File: config.mk
export PLATFORM = sky130hd
export DESIGN_NAME = lot_checker_n
export DESIGN_NICKNAME = d
export VERILOG_FILES = /design/src/rtl/lot_checker_n.sv
export SDC_FILE = /design/constraint.sdc
export NUM_CORES = 1
export LEC_CHECK = 0
export ABC_AREA = 1
export BUFFER_PORTS_ARGS = -buffer_cell sky130_fd_sc_hd__buf_2
export CAP_MARGIN = 20
export CORE_UTILIZATION = 50
export DETAILED_ROUTE_END_ITERATION = 8
export MAX_ROUTING_LAYER = met4
export PLACE_DENSITY = 0.75
export SLEW_MARGIN = 20
export SYNTH_ARGS = -nofsm -noshare
export SYNTH_HDL_FRONTEND = slang
export SYNTH_SLANG_ARGS = --single-unit
File: constraint.sdc
create_clock -name clk -period 1.87 [get_ports clk]
set_clock_uncertainty 0.2 [all_clocks]
set_input_delay 0 -clock clk [delete_from_list [all_inputs] [get_ports clk]]
set_output_delay 0 -clock clk [all_outputs]
set_load 0.01 [all_outputs]
File: src/rtl/lot_checker_n.sv
// Two-player lottery ticket checker: positional digit match against SECRET,
// graded prize and per-player saturating score.
module lot_checker_n #(
  parameter int DIGITS = 5,
  parameter int NUM_W = 4,
  parameter logic [DIGITS*NUM_W-1:0] SECRET = 20'h47019,
  parameter int SCORE_W = 5
) (
  input  logic               clk,
  input  logic               reset,
  input  logic               fim,
  input  logic               fim_jogo,
  input  logic               insere,
  input  logic [NUM_W-1:0]   num,
  output logic [1:0]         premio,
  output logic               premio_vld,
  output logic               erro,
  output logic               turno,
  output logic [SCORE_W-1:0] p1,
  output logic [SCORE_W-1:0] p2,
  output logic [1:0]         lider
);

  localparam int IDX_W = $clog2(DIGITS + 1);
  localparam logic [IDX_W-1:0] LAST_IDX = IDX_W'(DIGITS - 1);
  localparam logic [SCORE_W:0] SCORE_MAX = {1'b0, {SCORE_W{1'b1}}};

  typedef enum logic [1:0] {S_IDLE = 2'd0, S_ENTER = 2'd1, S_EVAL = 2'd2} state_t;

  state_t               r_state, w_state_nxt;
  logic [IDX_W-1:0]     r_idx, w_idx_nxt;
  logic [IDX_W-1:0]     r_hits, w_hits_nxt;
  logic [1:0]           r_premio, w_premio_nxt;
  logic                 r_vld, w_vld_nxt;
  logic                 r_erro, w_erro_nxt;
  logic                 r_turno, w_turno_nxt;
  logic [SCORE_W-1:0]   r_p1, w_p1_nxt;
  logic [SCORE_W-1:0]   r_p2, w_p2_nxt;

  logic [DIGITS*NUM_W-1:0] w_secret_sh;
  logic [NUM_W-1:0]        w_secret_dig;
  logic                    w_match;
  logic                    w_bad;
  logic                    w_abort;
  logic [1:0]              w_grade;
  logic [2:0]              w_points;
  logic [SCORE_W:0]        w_sum;
  logic [SCORE_W-1:0]      w_score_sat;

  // Digit idx of the secret sits in the MS nibble once shifted left by idx digits.
  assign w_secret_sh  = SECRET << (r_idx * NUM_W);
  assign w_secret_dig = w_secret_sh[DIGITS*NUM_W-1 -: NUM_W];
  assign w_match      = (num == w_secret_dig);
  assign w_bad        = (num > NUM_W'(9));

  assign w_abort = !fim_jogo &&
                   (((r_state == S_IDLE) && insere && (fim || w_bad)) ||
                    ((r_state == S_ENTER) && (fim || (insere && w_bad))));

  always_comb begin
    w_grade  = 2'd0;
    w_points = 3'd0;
    if (r_hits == IDX_W'(DIGITS)) begin
      w_grade  = 2'd3;
      w_points = 3'd4;
    end else if ((DIGITS >= 2) && (r_hits == IDX_W'(DIGITS - 1))) begin
      w_grade  = 2'd2;
      w_points = 3'd2;
    end else if ((DIGITS >= 3) && (r_hits == IDX_W'(DIGITS - 2))) begin
      w_grade  = 2'd1;
      w_points = 3'd1;
    end else begin
      w_grade  = 2'd0;
      w_points = 3'd0;
    end
  end

  assign w_sum       = (r_turno ? {1'b0, r_p2} : {1'b0, r_p1}) + (SCORE_W + 1)'(w_points);
  assign w_score_sat = (w_sum > SCORE_MAX) ? SCORE_MAX[SCORE_W-1:0] : w_sum[SCORE_W-1:0];

  always_comb begin
    w_state_nxt  = r_state;
    w_idx_nxt    = r_idx;
    w_hits_nxt   = r_hits;
    w_premio_nxt = r_premio;
    w_vld_nxt    = 1'b0;
    w_erro_nxt   = 1'b0;
    w_turno_nxt  = r_turno;
    w_p1_nxt     = r_p1;
    w_p2_nxt     = r_p2;
    if (fim_jogo) begin
      w_state_nxt  = S_IDLE;
      w_idx_nxt    = '0;
      w_hits_nxt   = '0;
      w_turno_nxt  = 1'b0;
      w_premio_nxt = 2'd0;
    end else if (w_abort) begin
      w_state_nxt  = S_IDLE;
      w_idx_nxt    = '0;
      w_hits_nxt   = '0;
      w_premio_nxt = 2'd0;
      w_turno_nxt  = ~r_turno;
      w_erro_nxt   = insere && w_bad;
    end else begin
      case (r_state)
        S_IDLE: begin
          if (insere) begin
            w_idx_nxt   = IDX_W'(1);
            w_hits_nxt  = IDX_W'(w_match);
            w_state_nxt = (DIGITS == 1) ? S_EVAL : S_ENTER;
          end else begin
            w_state_nxt = S_IDLE;
          end
        end
        S_ENTER: begin
          if (insere) begin
            w_idx_nxt   = r_idx + IDX_W'(1);
            w_hits_nxt  = r_hits + IDX_W'(w_match);
            w_state_nxt = (r_idx == LAST_IDX) ? S_EVAL : S_ENTER;
          end else begin
            w_state_nxt = S_ENTER;
          end
        end
        S_EVAL: begin
          w_premio_nxt = w_grade;
          w_vld_nxt    = 1'b1;
          w_turno_nxt  = ~r_turno;
          w_idx_nxt    = '0;
          w_hits_nxt   = '0;
          w_state_nxt  = S_IDLE;
          if (r_turno) begin
            w_p2_nxt = w_score_sat;
          end else begin
            w_p1_nxt = w_score_sat;
          end
        end
        default: begin
          w_state_nxt = S_IDLE;
          w_idx_nxt   = '0;
          w_hits_nxt  = '0;
        end
      endcase
    end
  end

  always_ff @(posedge clk) begin
    if (reset) begin
      r_state  <= S_IDLE;
      r_idx    <= '0;
      r_hits   <= '0;
      r_premio <= 2'd0;
      r_vld    <= 1'b0;
      r_erro   <= 1'b0;
      r_turno  <= 1'b0;
      r_p1     <= '0;
      r_p2     <= '0;
    end else begin
      r_state  <= w_state_nxt;
      r_idx    <= w_idx_nxt;
      r_hits   <= w_hits_nxt;
      r_premio <= w_premio_nxt;
      r_vld    <= w_vld_nxt;
      r_erro   <= w_erro_nxt;
      r_turno  <= w_turno_nxt;
      r_p1     <= w_p1_nxt;
      r_p2     <= w_p2_nxt;
    end
  end

  assign premio     = r_premio;
  assign premio_vld = r_vld;
  assign erro       = r_erro;
  assign turno      = r_turno;
  assign p1         = r_p1;
  assign p2         = r_p2;
  assign lider      = (r_p1 > r_p2) ? 2'b01 : ((r_p2 > r_p1) ? 2'b10 : 2'b00);

endmodule
* Word level (Yosys, flattened, before mapping) *
Cells that the tools add are included.

storage, ports and cells
  register bits after elaboration = 23
  latch bits = 0
  RAM bits = 0
  ROM bits = 0
  output and inout bits = 17
  logic and storage cells = 69
  memories kept = 0

operators by class
  $add $sub $neg = 3
  $mul = 0
  div/mod/pow operators = 0
  order comparisons = 4
  eq/ne operators = 9
  shifts and indexed selects = 1
  muxes and demuxes = 23
  bitwise logic cells = 3
  reductions and logical operators = 17

operator list
  operator                                                       count
  << shifter 19 x 5 -> 20 bit, first input constant              1
  two-way mux 3 bit                                              5
  two-way mux 2 bit                                              7
  case mux 3 bit (2 select lines)                                2
  greater-than comparator 5 bit                                  2
  two-way mux 5 bit                                              2
  equality test 3 bit, second input constant                     3
  AND reduction 4 bit                                            2
  adder 5 x 3 -> 6 bit                                           1
  greater-than comparator 6 x 5 -> 1 bit, second input constant  1
  two-way mux 1 bit                                              6
  OR reduction 3 bit                                             2
  logical AND 1 bit                                              5
  equality test 4 bit                                            1
  greater-than comparator 4 bit, second input constant           1
  inequality test 2 bit, second input constant                   2
  case mux 2 bit (2 select lines)                                1
  adder 3 x 1 -> 3 bit                                           1
  adder 3 x 1 -> 3 bit, second input constant                    1
  equality test 3 x 2 -> 1 bit, second input constant            1
  logical OR 1 bit                                               3
  inverter 1 bit                                                 3
  equality test 2 x 1 -> 1 bit, second input constant            1
  equality test 2 bit, second input constant                     1
  other kinds (5)                                                5

* Longest topological paths before layout *
Gate-level depths: netlist of the first run.

  depth after elaboration = 8
  gate-level depth with buffers = 12
  mapped depth without buffers = 11

* Worst setup path after synthesis of the first run *
OpenSTA, ideal clock, no wires.

  path kind = flip-flop to flip-flop
  start = register r_turno, in the netlist turno
  end = register r_p1[4], in the netlist p1[4]
  setup time = 113 ps
  arrival time = 1752 ps
  slack = -195 ps
  stages on the path, launching flop included = 12
  buffers on the path = 1
  clock period less this slack = 2065 ps
  path through = dfxtp_1 -> buf_6 -> o21ai_0 -> ha_1 -> fa_1 -> nand2_1 -> inv_1 -> o21ai_2 -> or2_1 -> nand3_1 -> nor2_1 -> nor2_1

on the way
  cells in the longest elaborated chain, start to end = 4
  elaborated cells on any way between the ends = 6

ends and longest elaborated chain
  element                                 line  RTL
  start: declaration                      36    logic r_turno, w_turno_nxt;
  start signal: assignment                164   r_turno <= w_turno_nxt;
  two-way mux 5 bit                       78    assign w_sum = (r_turno ? {1'b0, r_p2} : {1'b0, r_p1}) + (SCORE_W + 1)'(w_points);
  adder 5 x 3 -> 6 bit                    78
  greater-than comparator 6 x 5 -> 1 bit  79    assign w_score_sat = (w_sum > SCORE_MAX) ? SCORE_MAX[SCORE_W-1:0] : w_sum[SCORE_W-1:0];
  two-way mux 5 bit                       79
  end signal: assignment                  165   r_p1 <= w_p1_nxt;
  end: declaration                        37    logic [SCORE_W-1:0] r_p1, w_p1_nxt;

Parallel ways exist; a longest one is shown, timed or not.
A chain may end at the register's enable or synchronous reset.

* Worst setup path after layout of the first run *
  start = register r_idx[0]
  end = register r_hits[2]

on the way
  cells in the longest elaborated chain, start to end = 5

ends and longest elaborated chain
  element                          line  RTL
  start: declaration               31    logic [IDX_W-1:0] r_idx, w_idx_nxt;
  start signal: assignment         159   r_idx <= w_idx_nxt;
  << shifter 19 x 5 -> 20 bit      51    assign w_secret_sh = SECRET << (r_idx * NUM_W);
  equality test 4 bit              53    assign w_match = (num == w_secret_dig);
  adder 3 x 1 -> 3 bit             118   w_hits_nxt = r_hits + IDX_W'(w_match);
  two-way mux 3 bit                116   if (insere) begin
  case mux 3 bit (2 select lines)  105   case (r_state)
  end signal: assignment           160   r_hits <= w_hits_nxt;
  end: declaration                 32    logic [IDX_W-1:0] r_hits, w_hits_nxt;

Every way passes these cells. The select of a mux whose other input is x is not followed.

==> results of run 1 <==
cell families after synthesis:
| family | synth area share (%) |
|---|---|
| AOI/OAI and AO/OA | 8.04 |
| xor gates and xnor gates | 3.41 |
| adders and majority gates | 11.9 |
| buffers and inverters | 9.26 |
| DFF | 29.9 |
| and+or+nand+nor | 37.5 |
path summary, 6_finish.rpt:
path / depth (start not counted) / to
setup / recovery: 11 / r_hits[2]
hold / removal: 7 / erro
setup reg to reg: 11 / r_hits[2]
hold reg to reg: 2 / premio[0]
cell usage in the layout (no fill, tap or decap), types with 2 or more instances in the layout:
master / synthesis / layout
nand2_1: 49 / 42
nor2_1: 35 / 31
buf_2: 0 / 25
buf_4: 1 / 23
inv_1: 31 / 21
dfxtp_1: 23 / 12
dfxtp_2: 0 / 10
inv_2: 1 / 9
nand2_2: 1 / 7
a21oi_1: 10 / 7
ha_4: 0 / 7
dlygate4sd3_1: 0 / 7
nand2_4: 5 / 6
nor2_2: 4 / 6
nand3_1: 9 / 6
o21ai_2: 3 / 5
nor3_1: 7 / 5
ha_1: 13 / 5
xor2_1: 4 / 4
nand3_2: 0 / 3
o21ai_0: 8 / 3
clkbuf_4: 0 / 3
xnor2_2: 0 / 2
o21ai_1: 0 / 2
inv_4: 0 / 2
nor3_2: 1 / 2
nor2_4: 0 / 2
nand4_4: 2 / 2
a21oi_2: 0 / 2
buf_6: 1 / 2
power by group through the flow:
stage | clock network (mW) | logic (mW) | registers, mW
3_5_place_dp | 0 | 0.101 | 0.507
3_3_place_gp | 0 | 0.0999 | 0.507
5_1_grt | 0.268 | 0.148 | 0.498
6_report | 0.247 | 0.138 | 0.497
2_1_floorplan | 0 | 0.0670 | 0.508
4_1_cts | 0.243 | 0.125 | 0.496
state kept, by name (all words and copies together) (netlist names):
signal	cells
p1	5
turno	1
r_state	2
premio_vld	1
r_hits	3
r_idx	3
p2	5
premio	2
erro	1
what timing repair did:
action                                 CTS  global route
resized for setup                       15            45
setup endpoints to repair               14            15
pin swaps                               10            15
hold buffers                             7             0
endpoints found under the hold margin   23             0
setup buffers                            7             3
per-stage QoR:
| stage | instances | setup TNS [ns] | total power [mW] |
|---|---|---|---|
| final | 308 | -0.512 | 0.882 |
| after detailed placement | 289 | -0.689 | 0.608 |
| after CTS | 307 | -0.354 | 0.864 |
| after global routing | 308 | -1.52 | 0.914 |
| after floorplan | 218 | -0.0873 | 0.575 |
| after global placement | 289 | -0.174 | 0.607 |
critical path, cell delays in order, from the launching register on:
cell,delay [ns]
dfxtp_2,0.36
inv_2,0.07
ha_4,0.14
nand2_4,0.07
xnor2_2,0.15
nor2_1,0.15
and3_4,0.22
ha_4,0.13
ha_4,0.12
nand2_2,0.05
xor2_1,0.16
nor3_1,0.13
area by class of cell:
| cell class | instances | area (sq um) | area share (%) |
|---|---|---|---|
| clock buffers | 3 | 22.5 | 1.01 |
| repair buffers | 57 | 390 | 17.4 |
| well taps | 31 | 38.8 | 1.73 |
| inverters | 33 | 129 | 5.76 |
| multi-input cells | 160 | 1180 | 52.5 |
| clock inverters | 1 | 5.00 | 0.224 |
| flip-flops and latches | 23 | 477 | 21.3 |
per-layer routing:
layer	GRT usage [%]	vias up
met5	-	-
met3	4.54	11
met4	4.18	0
met2	38.9	63
li1	-	804
met1	32.3	763
==> results.yml, run 1 <==
route:
  drt-initial-drc-count: 98
  wl_met3_microns: 256
  vias: 1641
  wl_met1_mm: 2.00
  ant_nets: 0
  wl_met2_mm: 2.16
  wire_per_inst_microns: 14.6
  drt_wl_total_mm: 4.49
  dr.pass1.iters: 6
  avgViaCountPerCell: 5.33
  drc: 2
  routed.top_layer: "met4"
cts:
  clockBufferDepth: 2
  clk_latency_ns: 0.34
  cts_tree: "yes"
  cts.clk_slew.worst_paths_ns: 0.15
  cts.sinks: 23
  cts_root_buffer: "clkbuf_4"
  numCtsBuffers: 3
  cts_htree_levels: 1
place:
  portBuffers: 25
  globalplace.congestion: 0.809
  dp_hpwl_mm: 2.56
  post-place-ws_ns: -0.133
  placed_area_sq_mm: 0.00185
cells_and_area:
  utilization_pct: 79.1
  n_antenna_cell: 0
  nets: 301
  final_cell_area_sq_mm: 0.00224
  n_fill_cell: 175
  drive_above_1_share_pct: 46.2
  syn2layout_area_growth_pct: 45.3
outcome:
  outcome: "finished, violations left"
  failed_checks: "design-rule violations, negative setup slack"
pwr:
  p_leak_nw: 1.11
  clockPowerShare_pct: 28.0
  netSwitchingPower_mw: 0.250
  seqPwrFrac_pct: 56.3
  ir_drop_uv: 465
  p_int_mw: 0.633
  combPwrFrac_pct: 15.6
  p_sw_share_pct: 28.3
  p_per_area_mw_per_mm2: 394
timing:
  final_hold_viol_count: 0
  slew_violations: 0
  period_needed_ns: 2.01
  tightest_slew_ns: 0.370
  slew_headroom_pct: 75.2
  layout_setup_ws_ns: -0.136
  hold_slack_ns: 0.00833
  clock.fmax_ghz: 0.498
  rsz0062_at_grt: "true"
  period_share_pct: 107
  setup_viol_count_final: 8
global_routing:
  grt_usage_pct: 24.3
  antenna_found_initial: 0
  grt_max_degree: 14
  grt-ovfl-total: 0
  grt_pass1_wl_mm: 6.17
  grt_pass1_vias: 1433
worst_setup_path:
  rrSetupSlack_ns: -0.14
  cp.arrival_ns: 2.08
  startpoint: "r_idx[0]"
  cp-start-kind: "flip-flop"
  crit_fanout: 3
  rr_startpoint: "r_idx[0]"
  worstPathRequired_ns: 1.94
  cp-end-kind: "flip-flop"
  worstSetupPathType: "reg -> reg"
floorplan:
  fp.dieH_microns: 57.5
  fp.dieW_microns: 57.5
  rows: 19
  initial_core_util_pct: 54.4
  ioPinCount: 26
  coreArea_sq_mm: 0.00283
  die-area_sq_mm: 0.00331
logic_synthesis:
  synth_nets: 241
  synthTopCellsByCount: "nand2_1 (49), nor2_1 (35), inv_1 (31)"
  synth_area_sq_mm: 0.00154
  async_flop_share_pct: 0
  synth.avg_cell_area_sq_um: 7.07
  yosysTopAreaCell: "dfxtp_1"
  yosysUniqueCellTypes: 28
  ys_ff_latch: 23
  postSynthCellCount: 218
  synth_edf_count: 0
  ys.flop_type: "dfxtp_1"
  ys_seq_area_share_pct: 29.9
  synth_top_cell_area_share_pct: 29.9
  yosysMostFrequentCell: "nand2_1"
  yosys_warnings: 0
  synth_area_leaders: "dfxtp_1 (30%), nand2_1 (12%), ha_1 (11%), nor2_1 (8.5%), inv_1 (7.6%)"
job:
  drv_cap: 0
hold_path:
  hp-class: "in -> reg"
  hp-start: "fim"
Power figures use the tool's default switching activity.
==> run 2: changes to the inputs <==
--- a/config.mk
+++ b/config.mk
@@ -5,7 +5,7 @@
 export SDC_FILE = /design/constraint.sdc
 export NUM_CORES = 1
 export LEC_CHECK = 0
-export ABC_AREA = 1
+export ABC_AREA = 0
 export BUFFER_PORTS_ARGS = -buffer_cell sky130_fd_sc_hd__buf_2
 export CAP_MARGIN = 20
 export CORE_UTILIZATION = 50
==> results.yml, run 2 <==
place:
  dpl.cell_count: 244
  post-place-ws_ns: -0.306
  globalplace.congestion: 0.870
  portBuffers: 25
  dp_hpwl_mm: 2.81
  placed_area_sq_mm: 0.00186
route:
  avgViaCountPerCell: 6.17
  ant_nets: 0
  wire_per_inst_microns: 18.6
  drt-initial-drc-count: 52
  vias: 1635
  dr.pass1.iters: 5
  drc: 0
  drt_wl_total_mm: 4.93
cells_and_area:
  finalNonFillerCells: 265
  multi_input_area_sq_mm: 0.00120
  final_cell_area_sq_mm: 0.00227
  final_common_cell: "buf_4"
  n_antenna_cell: 0
  n_fill_cell: 160
  utilization_pct: 81.6
  final_cell_mix: "buf_4 (29), buf_2 (25), nor2_1 (12), dfxtp_1 (10), dfxtp_2 (10)"
  drive_above_1_share_pct: 55.6
  syn2layout_area_growth_pct: 53.8
  nets: 258
  seq_area_sq_um: 484
worst_setup_path:
  slowest_delay_ns: 0.40
  critPathBufInv: 0
  crit_fanout: 4
  critPathSlowestCell: "dfxtp_4"
  crit_family: "compound AO/OA/AOI/OAI gates"
  cp-end-kind: "flip-flop"
  cp.arrival_ns: 2.33
  cp-start-kind: "flip-flop"
  worstSetupPathType: "reg -> reg"
  cp_cell_sequence: "mux2_4, ha_4, fa_2, a21oi_2, nor3_2, a211oi_2, a21o_2"
  worstPathRequired_ns: 1.96
logic_synthesis:
  postSynthCellCount: 169
  async_flop_share_pct: 0
  yosysMostFrequentCell: "dfxtp_1"
  synth_area_sq_mm: 0.00148
  synthTopCellsByCount: "dfxtp_1 (23), nor2_1 (14), ha_1 (13)"
  synth_top_cell_area_share_pct: 31.2
  ys.flop_type: "dfxtp_1"
  synth_area_leaders: "dfxtp_1 (31%), ha_1 (11%), a21oi_1 (4.1%), nor2_1 (3.6%), o21ai_0 (3.4%)"
  synth.avg_cell_area_sq_um: 8.73
  yosys_warnings: 0
  ys_seq_area_share_pct: 31.2
  yosysUniqueCellTypes: 47
  synth_nets: 192
  synth_edf_count: 0
  yosysTopAreaCell: "dfxtp_1"
  ys_ff_latch: 23
floorplan:
  fp.dieH_microns: 56.3
  fp.dieW_microns: 56.3
  ioPinCount: 26
  die-area_sq_mm: 0.00317
  coreArea_sq_mm: 0.00278
  rows: 19
  initial_core_util_pct: 53.0
cts:
  clockBufferDepth: 2
  cts_tree: "yes"
  cts_htree_levels: 1
  clk_latency_ns: 0.34
  numCtsBuffers: 3
  cts.clk_slew.worst_paths_ns: 0.14
  cts.sinks: 23
  cts_root_buffer: "clkbuf_4"
global_routing:
  grt-ovfl-total: 0
  grt_max_degree: 16
  grt_usage_pct: 30.3
  antenna_found_initial: 0
  grt_pass1_wl_mm: 7.12
  grt_pass1_vias: 1633
pwr:
  p_per_area_mw_per_mm2: 381
  ir_drop_uv: 438
  p_leak_nw: 0.975
  totalPowerFinal_mw: 0.863
timing:
  layout_setup_ws_ns: -0.367
  rsz0062_at_grt: "true"
  slew_violations: 0
  slew_headroom_pct: 68.7
  period_needed_ns: 2.24
  setup_viol_count_final: 14
  period_share_pct: 120
  final_hold_viol_count: 0
  tightest_slew_ns: 0.469
  clock.fmax_ghz: 0.447
outcome:
  outcome: "finished, violations left"
  failed_checks: "negative setup slack"
hold_path:
  hp-class: "in -> reg"
job:
  drv_cap: 0
-- run 2: cell count changes after synthesis, sizes merged, moves of 4 or more --
cell	previous run	this run
mux2i	0	4
o221a	0	4
nor2	39	14
nor3b	0	4
a21o	0	6
nand2	55	10
inv	32	11
-- run 2: cell families after synthesis --
kind of cell | after synthesis | synth area share [%]
simple gates | 60 | 22.9
compound gates | 48 | 22.4
flops | 23 | 31.2
buf+inv | 16 | 5.85
fa+ha+maj | 14 | 12.4
mux | 5 | 3.48
xor+xnor | 3 | 1.78
-- run 2: layer usage --
| metal | part of all wire (%) | vias up | GRT usage (%) |
|---|---|---|---|
| met3 | 5.4 | 26 | 4.61 |
| met4 | 5.0 | 0 | 21.6 |
| met2 | 50 | 76 | 50.0 |
| li1 | - | 747 | - |
| met5 | 0 | - | - |
| met1 | 40 | 786 | 33.2 |
-- run 2: worst register-to-register path, cell delays in order (launching register included) --
cell and delay [ns]:
dfxtp_4 0.40, mux2_4 0.33, ha_4 0.17, fa_2 0.37, a21oi_2 0.23, nor3_2 0.07
a211oi_2 0.25, a21o_2 0.16
-- run 2: cell type report --
type / instances / area share (%)
Multi-Input combinational cell: 130 / 53.1
Sequential cell: 23 / 21.3
Timing Repair Buffer: 66 / 20.6
Inverter: 11 / 2.04
Tap cell: 31 / 1.71
Clock buffer: 3 / 0.993
Clock inverter: 1 / 0.221
-- run 2: per-stage QoR --
stage	hold WS, ns	setup TNS, ns
after global routing	0.123	-3.17
final	0.0820	-2.69
after detailed placement	0.130	-2.82
after floorplan	-0.121	-2.45
after CTS	0.0656	-1.92
after global placement	0.107	-1.93
-- run 2: worst paths after layout --
kind                   from   endpoint  slack (ns)  cells past startpoint
setup reg to reg      turno      p2[4]       -0.37                      7
setup / recovery      turno      p2[4]       -0.37                      7
hold / removal       num[1]  premio[0]        0.08                      5
hold reg to reg   premio[0]  premio[0]        0.26                      2
-- run 2: repair_timing --
action                                  CTS  global route
pin swaps                                20            24
hold buffers                              8             0
buffers inserted                          8             5
endpoints found under the setup margin   15            15
hold endpoints to repair                 22             0
resized for setup                        19            38
-- run 2: where the power goes --
part | switching, mW | leakage (nW) | internal, mW | total, mW
clock network | 0.175 | 0.0177 | 0.0807 | 0.256
registers | 0.00539 | 0.193 | 0.491 | 0.496
logic | 0.0608 | 0.764 | 0.0505 | 0.111
==> run 3: changes to the inputs <==
--- a/config.mk
+++ b/config.mk
@@ -12,6 +12,7 @@
 export DETAILED_ROUTE_END_ITERATION = 8
 export MAX_ROUTING_LAYER = met4
 export PLACE_DENSITY = 0.75
+export SKIP_CTS_REPAIR_TIMING = 1
 export SLEW_MARGIN = 20
 export SYNTH_ARGS = -nofsm -noshare
 export SYNTH_HDL_FRONTEND = slang
==> results.yml, run 3 (synthesis results as in run 2) <==
global_routing:
  grt_max_degree: 16
  grt-ovfl-total: 0
  antenna_found_initial: 0
  grt_usage_pct: 25.0
  grt_pass1_vias: 1434
  grt_pass1_wl_mm: 6.07
worst_setup_path:
  cp-end-kind: "flip-flop"
  r2r_cells: 8
  cp.arrival_ns: 2.20
  crit_fanout: 4
  rr_startpoint: "r_idx[0]"
  cp-start-kind: "flip-flop"
  worstSetupPathType: "reg -> reg"
  rrSetupSlack_ns: -0.33
  regToRegEndpoint: "r_hits[0]"
  worstPathRequired_ns: 1.87
hold_path:
  whs_path_depth: 4
  hold_path_end: "r_idx[1]"
  hp-class: "in -> reg"
  hp-start: "insere"
floorplan:
  die-area_sq_mm: 0.00317
  ioPinCount: 26
  coreArea_sq_mm: 0.00278
  fp.dieH_microns: 56.3
  initial_core_util_pct: 53.0
  rows: 19
  fp.dieW_microns: 56.3
route:
  wire_per_inst_microns: 17.1
  drt_wl_total_mm: 4.45
  dr.pass1.iters: 4
  drt-initial-drc-count: 101
  drc: 0
  avgViaCountPerCell: 5.96
  vias: 1549
  ant_nets: 0
timing:
  tightest_slew_ns: 0.477
  layout_setup_ws_ns: -0.334
  hold_slack_ns: -0.0251
  rsz0062_at_grt: "true"
  slew_violations: 0
  final_hold_viol_count: 3
  period_needed_ns: 2.20
  period_share_pct: 118
  clock.fmax_ghz: 0.454
  slew_headroom_pct: 68.2
  setup_tns_ns: -2.48
  setup_viol_count_final: 13
cts:
  numCtsBuffers: 3
  clk_latency_ns: 0.34
  cts.sinks: 23
  clockBufferDepth: 2
  cts_htree_levels: 1
  cts_tree: "yes"
  cts.clk_slew.worst_paths_ns: 0.13
  cts_root_buffer: "clkbuf_4"
cells_and_area:
  n_fill_cell: 171
  drive_above_1_share_pct: 46.7
  final_cell_mix: "buf_4 (26), buf_2 (25), nor2_1 (14), dfxtp_1 (14), nand2_1 (10)"
  final_cell_area_sq_mm: 0.00215
  n_antenna_cell: 0
  syn2layout_area_growth_pct: 45.7
  final_common_cell: "buf_4"
  nets: 253
  utilization_pct: 77.3
place:
  placed_area_sq_mm: 0.00186
  globalplace.congestion: 0.870
  dp_hpwl_mm: 2.81
  portBuffers: 25
pwr:
  ir_drop_uv: 421
  p_leak_nw: 0.940
  p_per_area_mw_per_mm2: 397
job:
  drv_cap: 0
outcome:
  outcome: "finished, violations left"
  failed_checks: "negative hold slack, negative setup slack"
run 3: cell types whose count changed in the layout (fill, tap and decap cells not counted), moves of 2 or more:
cell     change
nand3_2      -4
nand3_1      +4
nor2_2       -2
nor3_2       -2
buf_6        -3
nor2_1       +2
dfxtp_2      -5
a21oi_1      +2
a21oi_2      -2
dfxtp_1      +4
buf_4        -3
nor3_1       +2
run 3: how the worst max path moves through the flow:
| stage | slack [ns] | startpoint | end |
|---|---|---|---|
| final | -0.33 | r_idx[0] | r_hits[0] |
| after global routing | -0.36 | turno | p2[4] |
| after CTS | -0.35 | turno | p2[4] |
| after detailed placement | -0.31 | turno | p2[4] |
| after global placement | -0.22 | turno | p2[4] |
| after floorplan | -0.34 | turno | p2[4] |
run 3: per-layer routing:
metal  vias up  routed length, microns  share of wire [%]  track usage [%]
li1        734                       -                  -                -
met1       739                    1850                 42             30.4
met2        55                    2170                 49             41.5
met3        21                     221                5.0             3.00
met4         0                     201                4.5             11.5
met5         -                       0                  0                -
run 3: cell type report:
| class | instances | area [sq um] | area share, % |
|---|---|---|---|
| Multi-Input combinational cell | 130 | 1130 | 52.7 |
| Sequential cell | 23 | 482 | 22.4 |
| Tap cell | 31 | 38.8 | 1.80 |
| Inverter | 11 | 46.3 | 2.15 |
| Timing Repair Buffer | 61 | 422 | 19.6 |
| Clock inverter | 1 | 5.00 | 0.233 |
| Clock buffer | 3 | 22.5 | 1.05 |
run 3: through the flow:
step / cells / setup WS [ns] / total power, mW
after floorplan: 169 / -0.343 / 0.561
after global placement: 244 / -0.219 / 0.588
after detailed placement: 244 / -0.306 / 0.594
after CTS: 248 / -0.346 / 0.833
after global routing: 260 / -0.360 / 0.880
final: 260 / -0.334 / 0.854
run 3: critical path, cell delays in order (launching register included):
cell      delay [ns]
dfxtp_4         0.40
inv_2           0.05
ha_4            0.15
or3_4           0.32
a21boi_2        0.17
o22a_1          0.19
ha_4            0.14
nand2_1         0.05
a311oi_1        0.41
run 3: where the power goes:
| part | leakage [nW] | internal, mW | switching (mW) |
|---|---|---|---|
| sequential | 0.191 | 0.490 | 0.00479 |
| clock | 0.0177 | 0.0804 | 0.175 |
| combinational | 0.731 | 0.0484 | 0.0561 |
| total | 0.940 | 0.619 | 0.236 |
